[src/rtl/ula_fx_seq.sv]
// ula_fx_seq -- sequential fixed-point integer ALU (5-bit opcode map).
//
// Single-cycle operations register their result one edge after start.
// DIV, MOD and NRM use C semantics: the quotient truncates toward zero and
// the remainder takes the sign of the dividend. When the macro
// ULA_FX_SEQ_DIV_EN is defined, these three operations run on a shared
// restoring radix-2 divider with NUBITS+1 cycles of latency. When it is
// undefined, they are computed combinationally in one cycle and busy is
// held at 0.
//
// Parameters:
//   NUBITS - data word width (>= 4)
//   NUGAIN - signed divisor constant used by NRM (non-zero)
//
// Ports:
//   clk         rising-edge clock
//   rst         asynchronous active-high reset
//   op          opcode, sampled with start
//   in1, in2    signed operands, sampled with start
//   start       request; accepted only while busy is 0
//   busy        a divider operation is in flight
//   valid       one-cycle pulse marking new out/is_zero/div_by_zero
//   out         registered result, held until the next valid
//   is_zero     out == 0
//   div_by_zero set with a DIV/MOD result whose divisor was zero
module ula_fx_seq #(
    parameter int NUBITS = 32,
    parameter int NUGAIN = 64
) (
    input  logic              clk,
    input  logic              rst,
    input  logic [4:0]        op,
    input  logic [NUBITS-1:0] in1,
    input  logic [NUBITS-1:0] in2,
    input  logic              start,
    output logic              busy,
    output logic              valid,
    output logic [NUBITS-1:0] out,
    output logic              is_zero,
    output logic              div_by_zero
);
    localparam logic [4:0] OP_NOP = 5'd0,  OP_LOAD = 5'd1,  OP_ADD = 5'd2,  OP_MLT = 5'd3;
    localparam logic [4:0] OP_DIV = 5'd4,  OP_MOD  = 5'd5,  OP_NEG = 5'd6,  OP_NRM = 5'd7;
    localparam logic [4:0] OP_ABS = 5'd8,  OP_PST  = 5'd9,  OP_SGN = 5'd10, OP_OR  = 5'd11;
    localparam logic [4:0] OP_AND = 5'd12, OP_INV  = 5'd13, OP_XOR = 5'd14, OP_LES = 5'd15;
    localparam logic [4:0] OP_GRE = 5'd16, OP_EQU  = 5'd17, OP_LIN = 5'd18, OP_LAN = 5'd19;
    localparam logic [4:0] OP_LOR = 5'd20, OP_SHL  = 5'd21, OP_SHR = 5'd22, OP_SRS = 5'd23;

    localparam logic signed [NUBITS-1:0] GAIN = NUBITS'(NUGAIN);
    localparam logic signed [NUBITS-1:0] SMAX = {1'b0, {(NUBITS-1){1'b1}}};
    localparam logic signed [NUBITS-1:0] SMIN = {1'b1, {(NUBITS-1){1'b0}}};
    localparam int SHW = $clog2(NUBITS);
    localparam logic [NUBITS:0] SH_LIM = (NUBITS+1)'(NUBITS);

    // Magnitude as an unsigned word; |MIN| = 2^(NUBITS-1) still fits.
    function automatic logic [NUBITS-1:0] mag(input logic [NUBITS-1:0] v);
        return v[NUBITS-1] ? -v : v;
    endfunction

    // Restore C signs on a magnitude quotient/remainder pair.
    function automatic logic [NUBITS-1:0] apply_sign(input logic mod_sel, input logic neg_n,
                                                      input logic neg_d, input logic [NUBITS-1:0] q,
                                                      input logic [NUBITS-1:0] r);
        if (mod_sel)
            return neg_n ? -r : r;
        return (neg_n ^ neg_d) ? -q : q;
    endfunction

    // Shifts of in1 by the unsigned in2. Amounts of NUBITS or more flush the
    // word (SHL/SHR) or fill it with the sign bit (SRS).
    function automatic logic [NUBITS-1:0] shift_op(input logic [4:0] o, input logic [NUBITS-1:0] a,
                                                    input logic [NUBITS-1:0] b);
        logic            big;
        logic [SHW-1:0]  sh;
        logic [NUBITS-1:0] res;
        big = ({1'b0, b} >= SH_LIM);
        sh  = b[SHW-1:0];
        res = '0;
        case (o)
            OP_SHL:  res = big ? '0 : (a << sh);
            OP_SHR:  res = big ? '0 : (a >> sh);
            default: res = big ? {NUBITS{a[NUBITS-1]}} : NUBITS'($signed(a) >>> sh);
        endcase
        return res;
    endfunction

    // All operations other than DIV/MOD/NRM.
    function automatic logic [NUBITS-1:0] alu1(input logic [4:0] o, input logic [NUBITS-1:0] a,
                                                input logic [NUBITS-1:0] b);
        logic signed [NUBITS-1:0] sa;
        logic signed [NUBITS-1:0] sb;
        logic [NUBITS-1:0]        res;
        sa  = a;
        sb  = b;
        res = '0;
        case (o)
            OP_NOP:  res = b;
            OP_LOAD: res = a;
            OP_ADD:  res = a + b;
            OP_MLT:  res = a * b;
            OP_NEG:  res = -b;
            OP_ABS:  res = mag(b);
            OP_PST:  res = b[NUBITS-1] ? '0 : b;
            OP_SGN:  res = a[NUBITS-1] ? -mag(b) : mag(b);
            OP_OR:   res = a | b;
            OP_AND:  res = a & b;
            OP_INV:  res = ~b;
            OP_XOR:  res = a ^ b;
            OP_LES:  res[0] = (sa < sb);
            OP_GRE:  res[0] = (sa > sb);
            OP_EQU:  res[0] = (a == b);
            OP_LIN:  res[0] = (b == '0);
            OP_LAN:  res[0] = (a != '0) && (b != '0);
            OP_LOR:  res[0] = (a != '0) || (b != '0);
            OP_SHL, OP_SHR, OP_SRS: res = shift_op(o, a, b);
            default: res = '0;
        endcase
        return res;
    endfunction

`ifndef ULA_FX_SEQ_DIV_EN
    function automatic logic [NUBITS-1:0] div_c(input logic mod_sel, input logic [NUBITS-1:0] n,
                                                 input logic [NUBITS-1:0] d);
        logic [NUBITS-1:0] nm;
        logic [NUBITS-1:0] dm;
        nm = mag(n);
        dm = mag(d);
        return apply_sign(mod_sel, n[NUBITS-1], d[NUBITS-1], nm / dm, nm % dm);
    endfunction
`endif

    logic              is_div;
    logic              div_zero;
    logic [NUBITS-1:0] dvd;
    logic [NUBITS-1:0] dvs;
    logic [NUBITS-1:0] sc_res;
    logic              sc_dbz;

    assign is_div   = (op == OP_DIV) || (op == OP_MOD) || (op == OP_NRM);
    assign div_zero = ((op == OP_DIV) || (op == OP_MOD)) && (in2 == '0);
    assign dvd      = (op == OP_NRM) ? in2 : in1;
    assign dvs      = (op == OP_NRM) ? GAIN : in2;
    assign is_zero  = (out == '0);

    // Result of anything that completes in one cycle, including zero divisors.
    always_comb begin
        sc_res = alu1(op, in1, in2);
        sc_dbz = 1'b0;
        if (div_zero) begin
            sc_dbz = 1'b1;
            sc_res = (op == OP_MOD) ? in1 : (in1[NUBITS-1] ? SMIN : SMAX);
        end
`ifndef ULA_FX_SEQ_DIV_EN
        else if (is_div) begin
            sc_res = div_c(op == OP_MOD, dvd, dvs);
        end
`endif
    end

`ifdef ULA_FX_SEQ_DIV_EN
    typedef enum logic [1:0] {IDLE, ITER, FIX} state_t;
    localparam int CW = (SHW > 0) ? SHW : 1;

    state_t            state;
    state_t            state_nxt;
    logic [CW-1:0]     cnt;
    logic [NUBITS-1:0] rem;
    logic [NUBITS-1:0] quo;
    logic [NUBITS-1:0] dvs_mag;
    logic              neg_n;
    logic              neg_d;
    logic              is_mod;
    logic [NUBITS:0]   shifted;
    logic [NUBITS:0]   trial;
    logic              accept;
    logic              launch;

    assign busy    = (state != IDLE);
    assign accept  = start && (state == IDLE);
    assign launch  = accept && is_div && !div_zero;
    // quo starts as |dividend| and shifts its bits into the partial remainder
    // while quotient bits fill it from the bottom.
    assign shifted = {rem, quo[NUBITS-1]};
    assign trial   = shifted - {1'b0, dvs_mag};

    always_comb begin
        state_nxt = state;
        case (state)
            IDLE:    if (launch) state_nxt = ITER;
            ITER:    if (cnt == CW'(NUBITS-1)) state_nxt = FIX;
            FIX:     state_nxt = IDLE;
            default: state_nxt = IDLE;
        endcase
    end

    always_ff @(posedge clk or posedge rst) begin
        if (rst) begin
            state       <= IDLE;
            cnt         <= '0;
            rem         <= '0;
            quo         <= '0;
            dvs_mag     <= '0;
            neg_n       <= 1'b0;
            neg_d       <= 1'b0;
            is_mod      <= 1'b0;
            out         <= '0;
            valid       <= 1'b0;
            div_by_zero <= 1'b0;
        end else begin
            state <= state_nxt;
            valid <= 1'b0;
            case (state)
                IDLE: begin
                    if (launch) begin
                        rem     <= '0;
                        quo     <= mag(dvd);
                        dvs_mag <= mag(dvs);
                        neg_n   <= dvd[NUBITS-1];
                        neg_d   <= dvs[NUBITS-1];
                        is_mod  <= (op == OP_MOD);
                        cnt     <= '0;
                    end else if (accept) begin
                        out         <= sc_res;
                        div_by_zero <= sc_dbz;
                        valid       <= 1'b1;
                    end
                end
                ITER: begin
                    // A borrow in trial means the divisor did not fit: keep the
                    // shifted remainder and record a 0 quotient bit.
                    rem <= trial[NUBITS] ? shifted[NUBITS-1:0] : trial[NUBITS-1:0];
                    quo <= {quo[NUBITS-2:0], ~trial[NUBITS]};
                    cnt <= cnt + CW'(1);
                end
                FIX: begin
                    out         <= apply_sign(is_mod, neg_n, neg_d, quo, rem);
                    div_by_zero <= 1'b0;
                    valid       <= 1'b1;
                end
                default: ;
            endcase
        end
    end
`else
    assign busy = 1'b0;

    always_ff @(posedge clk or posedge rst) begin
        if (rst) begin
            out         <= '0;
            valid       <= 1'b0;
            div_by_zero <= 1'b0;
        end else begin
            valid <= start;
            if (start) begin
                out         <= sc_res;
                div_by_zero <= sc_dbz;
            end
        end
    end
`endif

endmodule

[config.mk]
export PLATFORM = sky130hd
export DESIGN_NAME = ula_fx_seq
export DESIGN_NICKNAME = d
export VERILOG_FILES = /design/src/rtl/ula_fx_seq.sv
export SDC_FILE = /design/constraint.sdc
export NUM_CORES = 2
export LEC_CHECK = 0
export ABC_CLOCK_PERIOD_IN_PS = 900
export CAP_MARGIN = 20
export CORE_UTILIZATION = 61
export CTS_BUF_LIST = sky130_fd_sc_hd__clkbuf_8
export CTS_CLUSTER_SIZE = 40
export DETAILED_ROUTE_END_ITERATION = 12
export PLACE_DENSITY_LB_ADDON = 0.05
export SYNTH_ARGS = -nofsm -noshare
export SYNTH_HDL_FRONTEND = slang
export SYNTH_SLANG_ARGS = --single-unit
[constraint.sdc]
create_clock -name clk -period 0.9 [get_ports clk]
set_input_delay 0.09 -clock clk [delete_from_list [all_inputs] [get_ports clk]]
set_output_delay 0.09 -clock clk [all_outputs]
set_load 0.02 [all_outputs]
==> impl_metrics.yaml, run 1 <==
run_status:
  run_status: "did not finish"
  haltStage: "global routing"
  error: "[ERROR GRT-0116] Global routing finished with congestion. Check the congestion regions in the DRC Viewer."
synthesis:
  synthMuxAreaShare: 0.0286
  syn-cell-area_um2: 61800
  async_reset_ff_frac: 1.00
  synth_area_leaders: "ha_1 (15%), fa_1 (13%), nand2_1 (6.9%)"
  synth_fp_nets: 10164
  synth-seq-cells: 34
  synthAdderAreaFrac: 0.285
  synth_compound_area_frac: 0.275
  synth_ff_type: "dfrtp_1"
  seq_area_frac_synth: 0.0138
  synth-edff-count: 0
  yosysTopAreaCellShare: 0.153
  synth_area_leader_cell: "ha_1"
  ys_types: 117
  synth_top_family_by_area: "adder cells"
  ys_warn_count: 0
  synthXorXnorAreaFrac: 0.0908
  avgSynthCellArea_um2: 6.93
  yosys.area_share.simple: 0.230
  synthCells: 8927
place:
  portBuffers: 106
  hpwl_um: 284000
  dp_worst_setup_slack_ns: -71.57
  gp_congestion: 1.40
die:
  rows: 116
  die-width_um: 320
  ios: 108
  start_util: 0.617
  fp.dieH_um: 320
global_routing:
  grt.total_usage: 0.951
  grt_pass1_vias: 118090
  grt_start_max_net_pins: 88
  gr-total-overflow: 3523
  grt_pass1_wl_um: 769000
cts:
  h-tree-depth: 2
  cts_root_buf: "clkbuf_8"
  clockBufferDepth: 2
  numCtsBuffers: 5
  cts.sink_count: 34
[what timing repair did]
action                                  in CTS
setup buffers                              177
endpoints found under the setup margin      68
pin swaps                                  270
gates resized for setup                    541
hold buffers                                 0
gates cloned                                 9
[synthesized netlist by cell type (all sizes together), types with 29 or more instances]
cell,count
nand2,1144
nor2,908
ha,755
inv,731
a21oi,687
o21ai,572
xnor2,431
fa,410
clkbuf,312
nor3,259
xor2,209
nand3,179
a21o,170
buf,159
o21a,145
a31oi,129
o211ai,114
mux2i,109
o31ai,88
nand4,85
a211oi,80
nor4,79
o21bai,75
nand2b,72
or3,67
or2,64
nor2b,56
a221oi,55
and3,51
o22ai,45
mux2,44
and2,41
o221ai,38
dfrtp,34
or4,32
a211o,29
[layer usage]
layer  GRT overflow  track usage
met1            161        0.905
met2           2099         1.08
met3            141        0.850
met4           1103         1.02
met5             19        0.667
[cells by family after synthesis]
logic type	Yosys count
adder cells (fa/ha/maj)	1165
XOR/XNOR	640
AND/OR/NAND/NOR	3109
other	1
buffers and inverters	1219
multiplexers	161
AO/OA/AOI/OAI	2598
flip-flops	34
[stage by stage]
stage          instance area (um^2)  setup TNS, ns  std cells
4_1_cts                       93000       -2138.65      13370
3_5_place_dp                  89300       -2289.43      13176
3_3_place_gp                  89300       -2181.35      13176
2_1_floorplan                 64400       -2205.21       8927
==> inputs of run 2 (changes only) <==
==> config.mk (replaced) <==
export PLATFORM = sky130hd
export DESIGN_NAME = ula_fx_seq
export DESIGN_NICKNAME = d
export VERILOG_FILES = /design/src/rtl/ula_fx_seq.sv
export SDC_FILE = /design/constraint.sdc
export NUM_CORES = 2
export LEC_CHECK = 0
export ABC_CLOCK_PERIOD_IN_PS = 1150
export CAP_MARGIN = 20
export CORE_UTILIZATION = 40
export DETAILED_ROUTE_END_ITERATION = 12
export PLACE_DENSITY_LB_ADDON = 0.15
export SYNTH_ARGS = -nofsm -noshare
export SYNTH_HDL_FRONTEND = slang
export SYNTH_SLANG_ARGS = --single-unit
==> constraint.sdc (replaced) <==
create_clock -name clk -period 1.15 [get_ports clk]
set_input_delay 0.115 -clock clk [delete_from_list [all_inputs] [get_ports clk]]
set_output_delay 0.115 -clock clk [all_outputs]
set_load 0.02 [all_outputs]
==> impl_metrics.yaml, run 2 <==
sta:
  fin_ws_ns: -67.62
  maxClockFrequency_mhz: 14.5
  fin_crit_ns: 68.77
  drv_slew: 0
  setup_violations: 35
  tightest_slew_ns: 1.22
  finClkSkew_ns: 0
  hold_violations: 0
  relSlewSlack: 0.184
  rsz0062_at_grt: "yes"
  fin_crit_sh: 59.8
cts:
  cts_tree: "built"
  cts_root_buf: "clkbuf_16"
  cts.sink_count: 34
  cts.hold.buffers_added: 0
  h-tree-depth: 2
  clkLatencyLatePin_ns: 0.28
  numCtsBuffers: 5
  clockBufferDepth: 2
  clk_pin_slew_ns: 0.06
setup_path:
  crit_type: "input port to flop"
  end_kind: "flop"
  crit_slowest_cell: "a2111oi_1"
  cp.arrival_ns: 68.92
  crit_required_ns: 1.30
  start_kind: "input port"
  cpPeakStageDelay_ns: 0.66
  worst-path-max-fanout: 10
  crit_top_cell: "buf_4"
global_routing:
  grt.total_usage: 0.504
  grt_start_max_net_pins: 76
  gr-total-overflow: 0
  antenna_found_initial: 27
  grt_pass1_wl_um: 589000
  grt_pass1_vias: 90040
synthesis:
  seq_area_frac_synth: 0.0138
  ys_types: 117
  synth_area_leaders: "ha_1 (15%), fa_1 (13%), nand2_1 (6.9%)"
  synth_area_leader_cell: "ha_1"
  synthCells: 8927
  async_reset_ff_frac: 1.00
  synth-seq-cells: 34
  synth_ff_type: "dfrtp_1"
  synth-edff-count: 0
  synth_fp_nets: 10164
  avgSynthCellArea_um2: 6.93
  ys_top_cells_by_count: "nand2_1 (1,144), nor2_1 (903), ha_1 (755)"
  yosysTopAreaCellShare: 0.153
  ys_warn_count: 0
  synth.most_common_cell: "nand2_1"
  syn-cell-area_um2: 61800
drt:
  vias_per_cell: 6.22
  dr.pass1.iters: 9
  drtAntennaViolNets: 0
  num_vias: 90789
  drc: 0
  drtIter0Drc: 10542
  wl_per_cell_um: 28.5
  routed_wirelength_um: 416000
die:
  die-width_um: 395
  core_um2: 153000
  ios: 108
  rows: 143
  fp.dieH_um: 395
  dieArea_um2: 156000
  start_util: 0.405
layout:
  final_cell_mix: "buf_4 (3,801), nand2_1 (1,080), nor2_1 (835)"
  fin_area_um2: 102000
  syn_to_final_growth_pct: 64.6
  largestRegisters: "out (32), div_by_zero (1), valid (1)"
  drive_gt1_frac: 0.416
  layout.nets: 13796
  top_register: "out"
  layout_commonest_cell: "buf_4"
  final-seq-area_um2: 860
  fillCellCount: 13150
  largest_reg_flops: 32
  multi_input_area_um2: 63300
power_and_ir_drop:
  power_density_nw_per_um2: 2630
  ir_worst_vdd_mv: 3.84
  p_leak_uw: 0.0496
  finalPower_uw: 268000
flow_run:
  maxCapViolCount: 0
run_status:
  violations: "setup timing"
  run_status: "complete, but fails checks"
place:
  place_area_um2: 92700
  dp_worst_setup_slack_ns: -71.84
  gp_congestion: 1.19
  portBuffers: 106
  hpwl_um: 327000
min_path:
  min_path_type: "input port to asynchronous set/reset pin"
## run 2: logic make-up after synthesis
family / synth area share
and+or+nand+nor: 0.230
AOI/OAI and AO/OA: 0.275
buffers and inverters: 0.0760
adders and majority gates: 0.285
xor gates and xnor gates: 0.0908
muxes: 0.0286
DFF: 0.0138
other: 0.0000606
## run 2: stage by stage
stage	hold slack, ns	utilization	instances	TNS, ns
after floorplan	0.146	-	8927	-2197.51
after global placement	0.472	0.606	14151	-2238.60
after detailed placement	0.500	0.606	14151	-2278.09
after CTS	0.210	0.647	14487	-2081.71
after global routing	0.220	0.666	14590	-2220.89
final	0.206	0.666	14603	-2151.60
## run 2: timing repair
item                                    CTS  global route
gates resized for setup                 894           416
gates cloned                              9             0
endpoints found under the setup margin   63            36
buffers inserted                        329           112
pin swaps                               387           252
## run 2: layout make-up
cell class	count	area share
flip-flops and latches	34	0.00844
repair inverters	1	0.0000860
well taps	2030	0.0250
repair buffers	4091	0.316
clock inverters	2	0.000123
diodes	13	0.000320
inverters	748	0.0278
clock buffers	6	0.00136
multi-input cells	7678	0.621
## run 2: worst paths after layout
path	from	to	slack, ns	depth (start not counted)
max in group asynchronous	rst	out[4]	0.74	3
min in group clk	div_by_zero	div_by_zero	0.51	1
hold / removal	rst	out[10]	0.21	3
hold reg to reg	div_by_zero	div_by_zero	0.51	1
setup / recovery	in2[13]	out[29]	-67.62	369
setup reg to reg	out[2]	out[2]	0.13	3
## run 2: power by group
part / internal [uW] / switching [uW] / total [uW] / leakage [uW]
logic: 124000 / 141000 / 264000 / 0.0491
registers: 1520 / 259 / 1780 / 0.000419
clock network: 857 / 518 / 1380 / 0.0000729
## run 2: critical path, delay by kind of cell
kind	cells	cell delay [ns]
AOI/OAI and AO/OA	155	30.16
xor gates and xnor gates	1	0.11
buffers and inverters	76	11.09
and+or+nand+nor	104	18.39
muxes	4	1.34
adders and majority gates	29	7.59
## run 2: per-layer routing
layer  share of wire  track usage  up-vias  wire [um]
met3            0.12        0.122     2266      49100
met4            0.11        0.423       24      45400
met1            0.36        0.599    43190     150000
met5         0.00054            0        -        226
met2            0.41        0.766     6371     172000
li1                -            -    38938          -
Note: power is estimated with default switching activity, not from simulation.
